### config.mk
export PLATFORM = sky130hd
export DESIGN_NAME = neopixel_framebuf_flat
export DESIGN_NICKNAME = d
export VERILOG_FILES = /design/src/rtl/neopixel_framebuf_if.sv /design/src/rtl/neopixel_framebuf.sv /design/src/flat_wrapper.sv
export SDC_FILE = /design/constraint.sdc
export NUM_CORES = 2
export LEC_CHECK = 0
export ABC_AREA = 0
export ABC_CLOCK_PERIOD_IN_PS = 118700
export BUFFER_PORTS_ARGS = -buffer_cell sky130_fd_sc_hd__buf_4
export CAP_MARGIN = 20
export CORE_MARGIN = 10
export CORE_UTILIZATION = 45
export DETAILED_ROUTE_END_ITERATION = 6
export PLACE_DENSITY = 0.63
export SLEW_MARGIN = 0
export SYNTH_ARGS = -nofsm -noshare
export SYNTH_HDL_FRONTEND = slang
export SYNTH_SLANG_ARGS = --single-unit
### constraint.sdc
create_clock -name clk -period 118.7 [get_ports clk]
set_clock_uncertainty 0.15 [all_clocks]
set_input_delay 23.74 -clock clk [delete_from_list [all_inputs] [get_ports clk]]
set_output_delay 23.74 -clock clk [all_outputs]
set_load 0.005 [all_outputs]
### src/rtl/neopixel_framebuf_if.sv
// Pixel-source / serialiser-side bundle for neopixel_framebuf.
// master: pixel source plus frame-sync driver; slave: the frame buffer.
interface neopixel_framebuf_if;
    logic         wr_valid;
    logic         wr_ready;
    logic [3:0]   wr_index;
    logic [23:0]  wr_rgb;
    logic         commit;
    logic [7:0]   brightness;
    logic         frame_sync;
    logic         busy;
    logic         swap_done;
    logic [383:0] framebuf;

    modport master (
        output wr_valid, wr_index, wr_rgb, commit, brightness, frame_sync,
        input  wr_ready, busy, swap_done, framebuf
    );

    modport slave (
        input  wr_valid, wr_index, wr_rgb, commit, brightness, frame_sync,
        output wr_ready, busy, swap_done, framebuf
    );
endinterface

### src/rtl/neopixel_framebuf.sv
// neopixel_framebuf: double-buffered 16-pixel store feeding the NeoPixel
// serialiser. Pixels land in a back buffer, a commit copies it byte by byte
// (48 cycles) into staging, and staging becomes the visible front buffer only
// on the serialiser's frame_sync pulse, so a frame is never torn.
// Optional feature: define NEOPIXEL_FB_BRIGHTNESS_EN to scale every byte by
// (brightness + 1) / 256 during the copy; otherwise bytes copy unchanged.
module neopixel_framebuf #(
    parameter int NUM_PIXELS = 16,
    parameter int BYTES      = NUM_PIXELS * 3
) (
    input  logic                clk,
    input  logic                rst,
    neopixel_framebuf_if.slave  bus
);

    localparam int FB_W  = BYTES * 8;
    localparam int PTR_W = $clog2(BYTES);

    typedef enum logic [1:0] {
        S_IDLE      = 2'd0,
        S_SCALE     = 2'd1,
        S_WAIT_SYNC = 2'd2
    } state_t;

    state_t             state_q, state_d;
    logic [PTR_W-1:0]   byte_ptr_q, byte_ptr_d;
    logic [FB_W-1:0]    back_q;
    logic [FB_W-1:0]    stage_q;
    logic [FB_W-1:0]    front_q;
    logic               swap_done_q;

    // Control strobes decoded by the FSM.
    logic               wr_ready_c;
    logic               busy_c;
    logic               commit_go;
    logic               scale_en;
    logic               swap_go;
    logic               wr_fire;

    // Byte currently walked by the copy engine and its transformed value.
    logic [7:0]         src_byte;
    logic [7:0]         dst_byte;

`ifdef NEOPIXEL_FB_BRIGHTNESS_EN
    logic [7:0]         bri_q;
    logic [16:0]        prod;
`endif

    assign wr_fire = bus.wr_valid && wr_ready_c;

    // State register and copy-engine byte pointer.
    always_ff @(posedge clk or posedge rst) begin
        if (rst) begin
            state_q    <= S_IDLE;
            byte_ptr_q <= '0;
        end else begin
            state_q    <= state_d;
            byte_ptr_q <= byte_ptr_d;
        end
    end

    // Next-state logic plus the strobes that steer the datapath; wr_ready and
    // busy come straight from the state so they change the instant it does.
    always_comb begin
        state_d    = state_q;
        byte_ptr_d = byte_ptr_q;
        wr_ready_c = 1'b0;
        busy_c     = 1'b0;
        commit_go  = 1'b0;
        scale_en   = 1'b0;
        swap_go    = 1'b0;
        case (state_q)
            S_IDLE: begin
                wr_ready_c = 1'b1;
                if (bus.commit) begin
                    commit_go  = 1'b1;
                    byte_ptr_d = '0;
                    state_d    = S_SCALE;
                end
            end
            S_SCALE: begin
                busy_c   = 1'b1;
                scale_en = 1'b1;
                if (byte_ptr_q == PTR_W'(BYTES - 1)) begin
                    state_d = S_WAIT_SYNC;
                end else begin
                    byte_ptr_d = byte_ptr_q + 1'b1;
                end
            end
            S_WAIT_SYNC: begin
                busy_c = 1'b1;
                if (bus.frame_sync) begin
                    swap_go = 1'b1;
                    state_d = S_IDLE;
                end
            end
            default: begin
                state_d = S_IDLE;
            end
        endcase
    end

    // Select the back-buffer byte under the pointer and apply f(x).
    always_comb begin
        src_byte = back_q[{byte_ptr_q, 3'b000} +: 8];
`ifdef NEOPIXEL_FB_BRIGHTNESS_EN
        // x * (bri + 1) fits in 16 bits (max 255*256), so >>8 then truncate
        // keeps exactly the integer part of the scaled value.
        prod     = 17'(src_byte) * (17'(bri_q) + 17'd1);
        dst_byte = 8'(prod >> 8);
`else
        dst_byte = src_byte;
`endif
    end

`ifdef NEOPIXEL_FB_BRIGHTNESS_EN
    // Brightness is frozen at commit so a frame scales uniformly.
    always_ff @(posedge clk or posedge rst) begin
        if (rst) begin
            bri_q <= '0;
        end else if (commit_go) begin
            bri_q <= bus.brightness;
        end
    end
`endif

    // Back buffer: only the pixel source writes it; it persists across commits.
    // A write in the commit cycle lands before SCALE starts reading.
    always_ff @(posedge clk or posedge rst) begin
        if (rst) begin
            back_q <= '0;
        end else if (wr_fire) begin
            back_q[24 * bus.wr_index +: 24] <= bus.wr_rgb;
        end
    end

    // Staging buffer: filled one byte per SCALE cycle.
    always_ff @(posedge clk or posedge rst) begin
        if (rst) begin
            stage_q <= '0;
        end else if (scale_en) begin
            stage_q[{byte_ptr_q, 3'b000} +: 8] <= dst_byte;
        end
    end

    // Front buffer and swap pulse: updated only inside the sync window.
    always_ff @(posedge clk or posedge rst) begin
        if (rst) begin
            front_q     <= '0;
            swap_done_q <= 1'b0;
        end else begin
            swap_done_q <= swap_go;
            if (swap_go) begin
                front_q <= stage_q;
            end
        end
    end

    assign bus.wr_ready  = wr_ready_c;
    assign bus.busy      = busy_c;
    assign bus.swap_done = swap_done_q;
    assign bus.framebuf  = front_q;

endmodule

### src/flat_wrapper.sv
// flat-port wrapper written by rule: the top's interface ports become plain ports
module neopixel_framebuf_flat 
#(
    parameter int NUM_PIXELS = 16,
    parameter int BYTES      = NUM_PIXELS * 3
)
  (clk, rst, bus_wr_valid, bus_wr_index, bus_wr_rgb, bus_commit, bus_brightness, bus_frame_sync, bus_wr_ready, bus_busy, bus_swap_done, bus_framebuf);
  neopixel_framebuf_if bus_i ();
  input  logic clk;
  input  logic rst;
  input wire logic [$bits(bus_i.wr_valid)-1:0] bus_wr_valid;
  input wire logic [$bits(bus_i.wr_index)-1:0] bus_wr_index;
  input wire logic [$bits(bus_i.wr_rgb)-1:0] bus_wr_rgb;
  input wire logic [$bits(bus_i.commit)-1:0] bus_commit;
  input wire logic [$bits(bus_i.brightness)-1:0] bus_brightness;
  input wire logic [$bits(bus_i.frame_sync)-1:0] bus_frame_sync;
  output wire logic [$bits(bus_i.wr_ready)-1:0] bus_wr_ready;
  output wire logic [$bits(bus_i.busy)-1:0] bus_busy;
  output wire logic [$bits(bus_i.swap_done)-1:0] bus_swap_done;
  output wire logic [$bits(bus_i.framebuf)-1:0] bus_framebuf;
  assign bus_i.wr_valid = bus_wr_valid;
  assign bus_i.wr_index = bus_wr_index;
  assign bus_i.wr_rgb = bus_wr_rgb;
  assign bus_i.commit = bus_commit;
  assign bus_i.brightness = bus_brightness;
  assign bus_i.frame_sync = bus_frame_sync;
  assign bus_wr_ready = bus_i.wr_ready;
  assign bus_busy = bus_i.busy;
  assign bus_swap_done = bus_i.swap_done;
  assign bus_framebuf = bus_i.framebuf;
  neopixel_framebuf #(.NUM_PIXELS(NUM_PIXELS), .BYTES(BYTES)) u_core (.clk(clk), .rst(rst), .bus(bus_i));
endmodule
Word level (Yosys, flattened, before mapping)
Index checks and enable logic that the tools add are counted.
{"block": "word_totals", "in_bits": 41, "regBits": 1161, "elab_cells": 42, "output_inout_bits": 387}
{"block": "classes", "n_addsub": 3, "reduce_logical": 6, "shifts": 5, "eq_ne": 7, "multipliers": 1, "n_mux": 14}
{"cell": "384-bit bitwise mux", "count": 2}
{"cell": "24-bit by 34-bit variable shift with 384-bit output, first input constant", "count": 1}
{"cell": "8-bit by 11-bit variable shift with 384-bit output, first input constant", "count": 1}
{"cell": "24-bit by 34-bit indexed part select with 384-bit output", "count": 1}
{"cell": "384-bit by 10-bit indexed part select with 8-bit output", "count": 1}
{"cell": "8-bit by 11-bit indexed part select with 384-bit output", "count": 1}
{"cell": "9-bit negation with 34-bit output", "count": 1}
{"cell": "6-bit two-way mux", "count": 2}
{"cell": "6-bit case mux with 2 select lines", "count": 1}
{"cell": "9-bit negation with 11-bit output", "count": 1}
{"cell": "6-bit by 1-bit adder with 6-bit output, second input constant", "count": 1}
{"cell": "6-bit equality test, second input constant", "count": 1}
{"cell": "2-bit by 4-bit multiplier with 6-bit output, first input constant", "count": 1}
{"cell": "2-bit two-way mux", "count": 3}
{"cell": "2-bit != test, second input constant", "count": 3}
{"cell": "2-bit case mux with 3 select lines", "count": 1}
{"cell": "3-bit AND reduction", "count": 2}
{"cell": "1-bit two-way mux", "count": 5}
{"cell": "2-bit by 1-bit equality test with 1-bit output, second input constant", "count": 1}
{"cell": "2-bit equality test, second input constant", "count": 1}
{"cell": "2-bit logical NOT", "count": 1}
{"cell": "2-bit by 1-bit != test with 1-bit output, second input constant", "count": 1}
{"cell": "2-bit nonzero test", "count": 1}
{"cell": "2-bit OR reduction", "count": 1}
{"cell": "1-bit logical AND", "count": 1}

Depth between registers and ports, before layout
{"block": "depth", "word_depth": 4, "mapped_depth": 17}

Worst setup path after synthesis
OpenSTA, ideal clock, no wires.
{"block": "synth_timing", "path_type": "in2reg", "startpoint": "in bus_wr_index[0]", "endpoint": "reg u_core.back_q[18]", "slack_ps": 91389, "t_arrival_ps": 27021, "t_required_ps": 118410, "path_stages": 16, "cell_sequence": "clkbuf_1 -> inv_1 -> clkbuf_1 -> ha_1 -> clkbuf_1 -> nor3b_2 -> nand2_1 -> a21oi_1 -> ha_1 -> inv_1 -> o2111ai_1 -> a2111oi_4 -> a22oi_1 -> clkbuf_1 -> nand2_1 -> o21ai_0"}
{"block": "synth_via", "elab_chain_len": 4, "word_cells_on_any_way": 5, "cone_classes": "1 x add/sub; 1 x mul; 2 x shift; 1 x mux"}
{"item": "from (decl)", "line_no": "flat_wrapper.sv:12", "source": "input wire logic [$bits(bus_i.wr_index)-1:0] bus_wr_index;"}
{"item": "2-bit by 4-bit multiplier with 6-bit output *", "line_no": "neopixel_framebuf.sv:133", "source": "back_q[24 * bus.wr_index +: 24] <= bus.wr_rgb;"}
{"item": "9-bit negation with 34-bit output *", "line_no": "neopixel_framebuf.sv:133"}
{"item": "24-bit by 34-bit indexed part select with 384-bit output / 24-bit by 34-bit variable shift with 384-bit output (equally long branches)", "line_no": "neopixel_framebuf.sv:133"}
{"item": "384-bit bitwise mux *", "line_no": "neopixel_framebuf.sv:133"}
{"item": "to (signal, indexed assignment)", "line_no": "neopixel_framebuf.sv:133"}
{"item": "to (decl)", "line_no": "neopixel_framebuf.sv:27", "source": "logic [FB_W-1:0] back_q;"}
Every way passes the cells marked *; elsewhere a longest branch is shown, timed or not.
A chain may end at the register's enable or synchronous reset.

Worst setup path after layout
{"block": "layout_timing", "startpoint": "in bus_wr_index[0]", "endpoint": "reg u_core.back_q[68]"}
Same word-level chain as after synthesis.

==> metrics.md <==
| Metric | Value |
|---|---|
| Fin. Hold Viols | `0` |
| Die ar. | `125000 um2` |
| Final wirelength | `156 mm` |
| Hold_ws | `0.311 ns` |
| CP endpoint kind | `flip-flop` |
| CTS tree | `done` |
| Clock root cell | `clkbuf_16` |
| Slowest CP cell | `nor4b_4` |
| Hold crit path type | `reg2reg` |
| GRT Resource Usage Total | `0.243` |
| IO Count | `428` |
| Final Cycle Share | `0.245` |
| Initial Util | `0.452` |
| Sum Neg Setup Slack | `0 ns` |
| Number of global-route vias before repair | `32000` |
| Post-synthesis xor/xnor area fraction | `0.00186` |
| First-pass GRT wire length | `228 mm` |
| Outcome | `finished, final reports clean` |
| Clk slew on worst S/H paths | `0.06 ns` |
| Post-synthesis simple-gate area fraction | `0.0517` |
| Data arrival, critical path | `29.50 ns` |
| R2r setup slk | `113.58 ns` |
| Nets@finish | `3930` |
| Asr flop ratio synth | `1.00` |
| Buffers on Ports | `419` |
| Slew margin rel. | `0.139` |
| RSZ-0062 raised after global routing | `false` |
| Fill count | `9382` |
| Final ANT Viol Nets | `0` |
| Largest net degree at the start of global routing | `188` |
| Crit path max fanout | `46` |
| Syn_nets | `3552` |
| Final worst setup slack | `89.62 ns` |
| Layout cell share with drive strength beyond 1 | `0.428` |
| Drt wl/cell | `28.5 um` |
| Least-Margin Pin Slew | `1.29 ns` |
| Slew Viols, Final | `0` |
| Worst path cell trace | `buf_4, inv_1, ha_1, buf_4, nor3b_2, nand2_1, a21oi_1, ha_1, inv_1, nor2_1, o2111a_1, nor4b_4, and2_1, mux2_2` |
| DR iter-0 viols | `2888` |
| Leakage | `28.6 nW` |
| Finished Layout Cells | `5452` |
| Pwr dens | `17.8 nW/um2` |
| Initial antenna violation count | `8` |
| DR vias | `32300` |
| Rows | `122` |
| DP Wirelength | `106 mm` |
| Yosys top cell area share | `0.582` |
| Total core area | `110000 um2` |
| Largest family of logic cells by synthesized area | `multiplexers` |
| Critical path class | `in2reg` |
| Ys Warns | `0` |
| Most common cell in the netlist | `dfrtp_1` |
| Clock sink count | `1161` |
| Layout area overhead | `17.2%` |
| Multiplexer area fraction after synthesis | `0.240` |
| Most used DFF post-synth | `dfrtp_1` |
| Vias per cell | `5.93` |
| DRT Pass-1 Iters | `6` |
| Mean area per synthesized cell | `14.3 um2` |
| Total power draw | `1.04 mW` |
| Synth area leaders | `dfrtp_1 (58%), mux2_2 (19%), a22o_1 (5.3%)` |
| DP Worst Slack | `89.08 ns` |
| Netlist cell types | `96` |
| Final min period | `29.08 ns` |
| CTS H-tree lvls | `3` |
| Mapped Cells | `3495` |
| Post-Syn Area | `49900 um2` |
| Worst IR Drop VDD | `0.0125 mV` |
| Synth Register Bits | `1161` |
| Placed Cells | `5235` |
| Startpoint class of the critical path | `primary input` |
| CTS Buf Count | `119` |
| Post-CTS Resized | `0` |
| Synth Area in Adders | `0.00416` |
| Die X-Extent | `353 um` |
| Post-CTS Hold Fix Bufs | `0` |
| Crit path required time | `119.12 ns` |
| Setup violations, final | `0` |
| Yosys top cell by area | `dfrtp_1` |
| CP peak stage delay | `0.88 ns` |
| Max Root-Sink Buffers | `3` |
| Post-CTS Setup Bufs | `0` |
| Register area share after synthesis | `0.582` |
| Gr ovfl total | `0` |
| GPL Wtd Cong | `0.910` |
| Compound-Gate Fraction of Synth Area | `0.0961` |
| Top post-synthesis cells by count | `dfrtp_1 (1161), mux2_2 (820), a22o_1 (300)` |
| Skew-Pair Late Insertion Delay | `0.74 ns` |
| Max Cap Violations | `0` |
| Die span in y | `353 um` |
| F_max | `34.4 MHz` |
| EDFF count, synth | `0` |
| # DRC | `0` |
-- power breakdown --
| part | internal (mW) | total (mW) | switching, mW |
|---|---|---|---|
| sequential | 0.430 | 0.452 | 0.0225 |
| combinational | 0.0788 | 0.208 | 0.129 |
| clock | 0.221 | 0.381 | 0.160 |
-- worst paths after layout --
check / depth (start not counted) / endpoint / startpoint
max in group asynchronous: 6 / u_core.stage_q[125] / rst
min reg2reg: 1 / u_core.bus.framebuf[271] / u_core.stage_q[271]
min: 1 / u_core.bus.framebuf[271] / u_core.stage_q[271]
min in group asynchronous: 2 / u_core.back_q[153] / rst
max: 14 / u_core.back_q[68] / bus_wr_index[0]
max reg2reg: 7 / u_core.stage_q[6] / u_core.byte_ptr_q[0]
-- registers in the layout, summed over array words and instances, names as in the netlist --
name / flops
u_core.bus.framebuf: 384
u_core.back_q: 384
u_core.state_q: 2
u_core.byte_ptr_q: 6
u_core.stage_q: 384
u_core.bus.swap_done: 1
-- per-layer routing --
metal / vias to the layer above / part of all wire / GRT usage
met3: 274 / 0.071 / 0.0515
met2: 1254 / 0.46 / 0.377
li1: 13800 / - / -
met1: 17100 / 0.43 / 0.334
met5: - / 0.000090 / 0
met4: 2 / 0.038 / 0.0898
-- stage by stage --
stage	instance area, um2	utilization
after floorplan	49900	-
after global placement	54300	0.492
after detailed placement	54400	0.493
after CTS	58400	0.529
after global routing	58500	0.530
final	58500	0.530
-- cell usage in the layout (no fill, tap or decap), types with 15 or more instances in the layout --
master     instances
a21oi_1           36
a22o_1           300
a22oi_1           43
a32o_1            26
buf_4            480
clkbuf_1          21
clkbuf_16        120
clkbuf_8          32
clkinv_2          19
dfrtp_1         1159
ha_1              15
inv_1             16
mux2_2           820
mux2i_1           81
mux4_2            79
nand2_1          153
nand2_2           19
nand3_1           34
nor2_1            76
nor2b_1           16
nor3_1            18
o21ai_0           76
o31ai_1           18
-- logic make-up after synthesis --
kind of cell             count (synthesis)
adder cells (fa/ha/maj)                 16
XOR/XNOR                                 8
buffers and inverters                  253
multiplexers                           994
flip-flops                            1161
AO/OA/AOI/OAI                          603
AND/OR/NAND/NOR                        460
-- critical path, delay by kind of cell --
| family | cells | cell delay (ns) |
|---|---|---|
| AOI/OAI and AO/OA | 2 | 0.85 |
| adders and majority gates | 2 | 0.79 |
| buffers and inverters | 4 | 1.42 |
| muxes | 1 | 0.40 |
| and+or+nand+nor | 5 | 2.27 |
-- final cells by class --
cell class | count | area, um2 | share of cell area
clock buffer | 173 | 3520 | 0.0602
clock inverter | 37 | 483 | 0.00826
multi-input combinational | 2081 | 19700 | 0.337
sequential | 1161 | 29100 | 0.497
timing repair buffer | 491 | 3750 | 0.0642
inverter | 19 | 86.3 | 0.00148
antenna | 2 | 5.00 | 0.0000856
tap | 1488 | 1860 | 0.0318
Note: power is estimated with default switching activity, not from simulation.
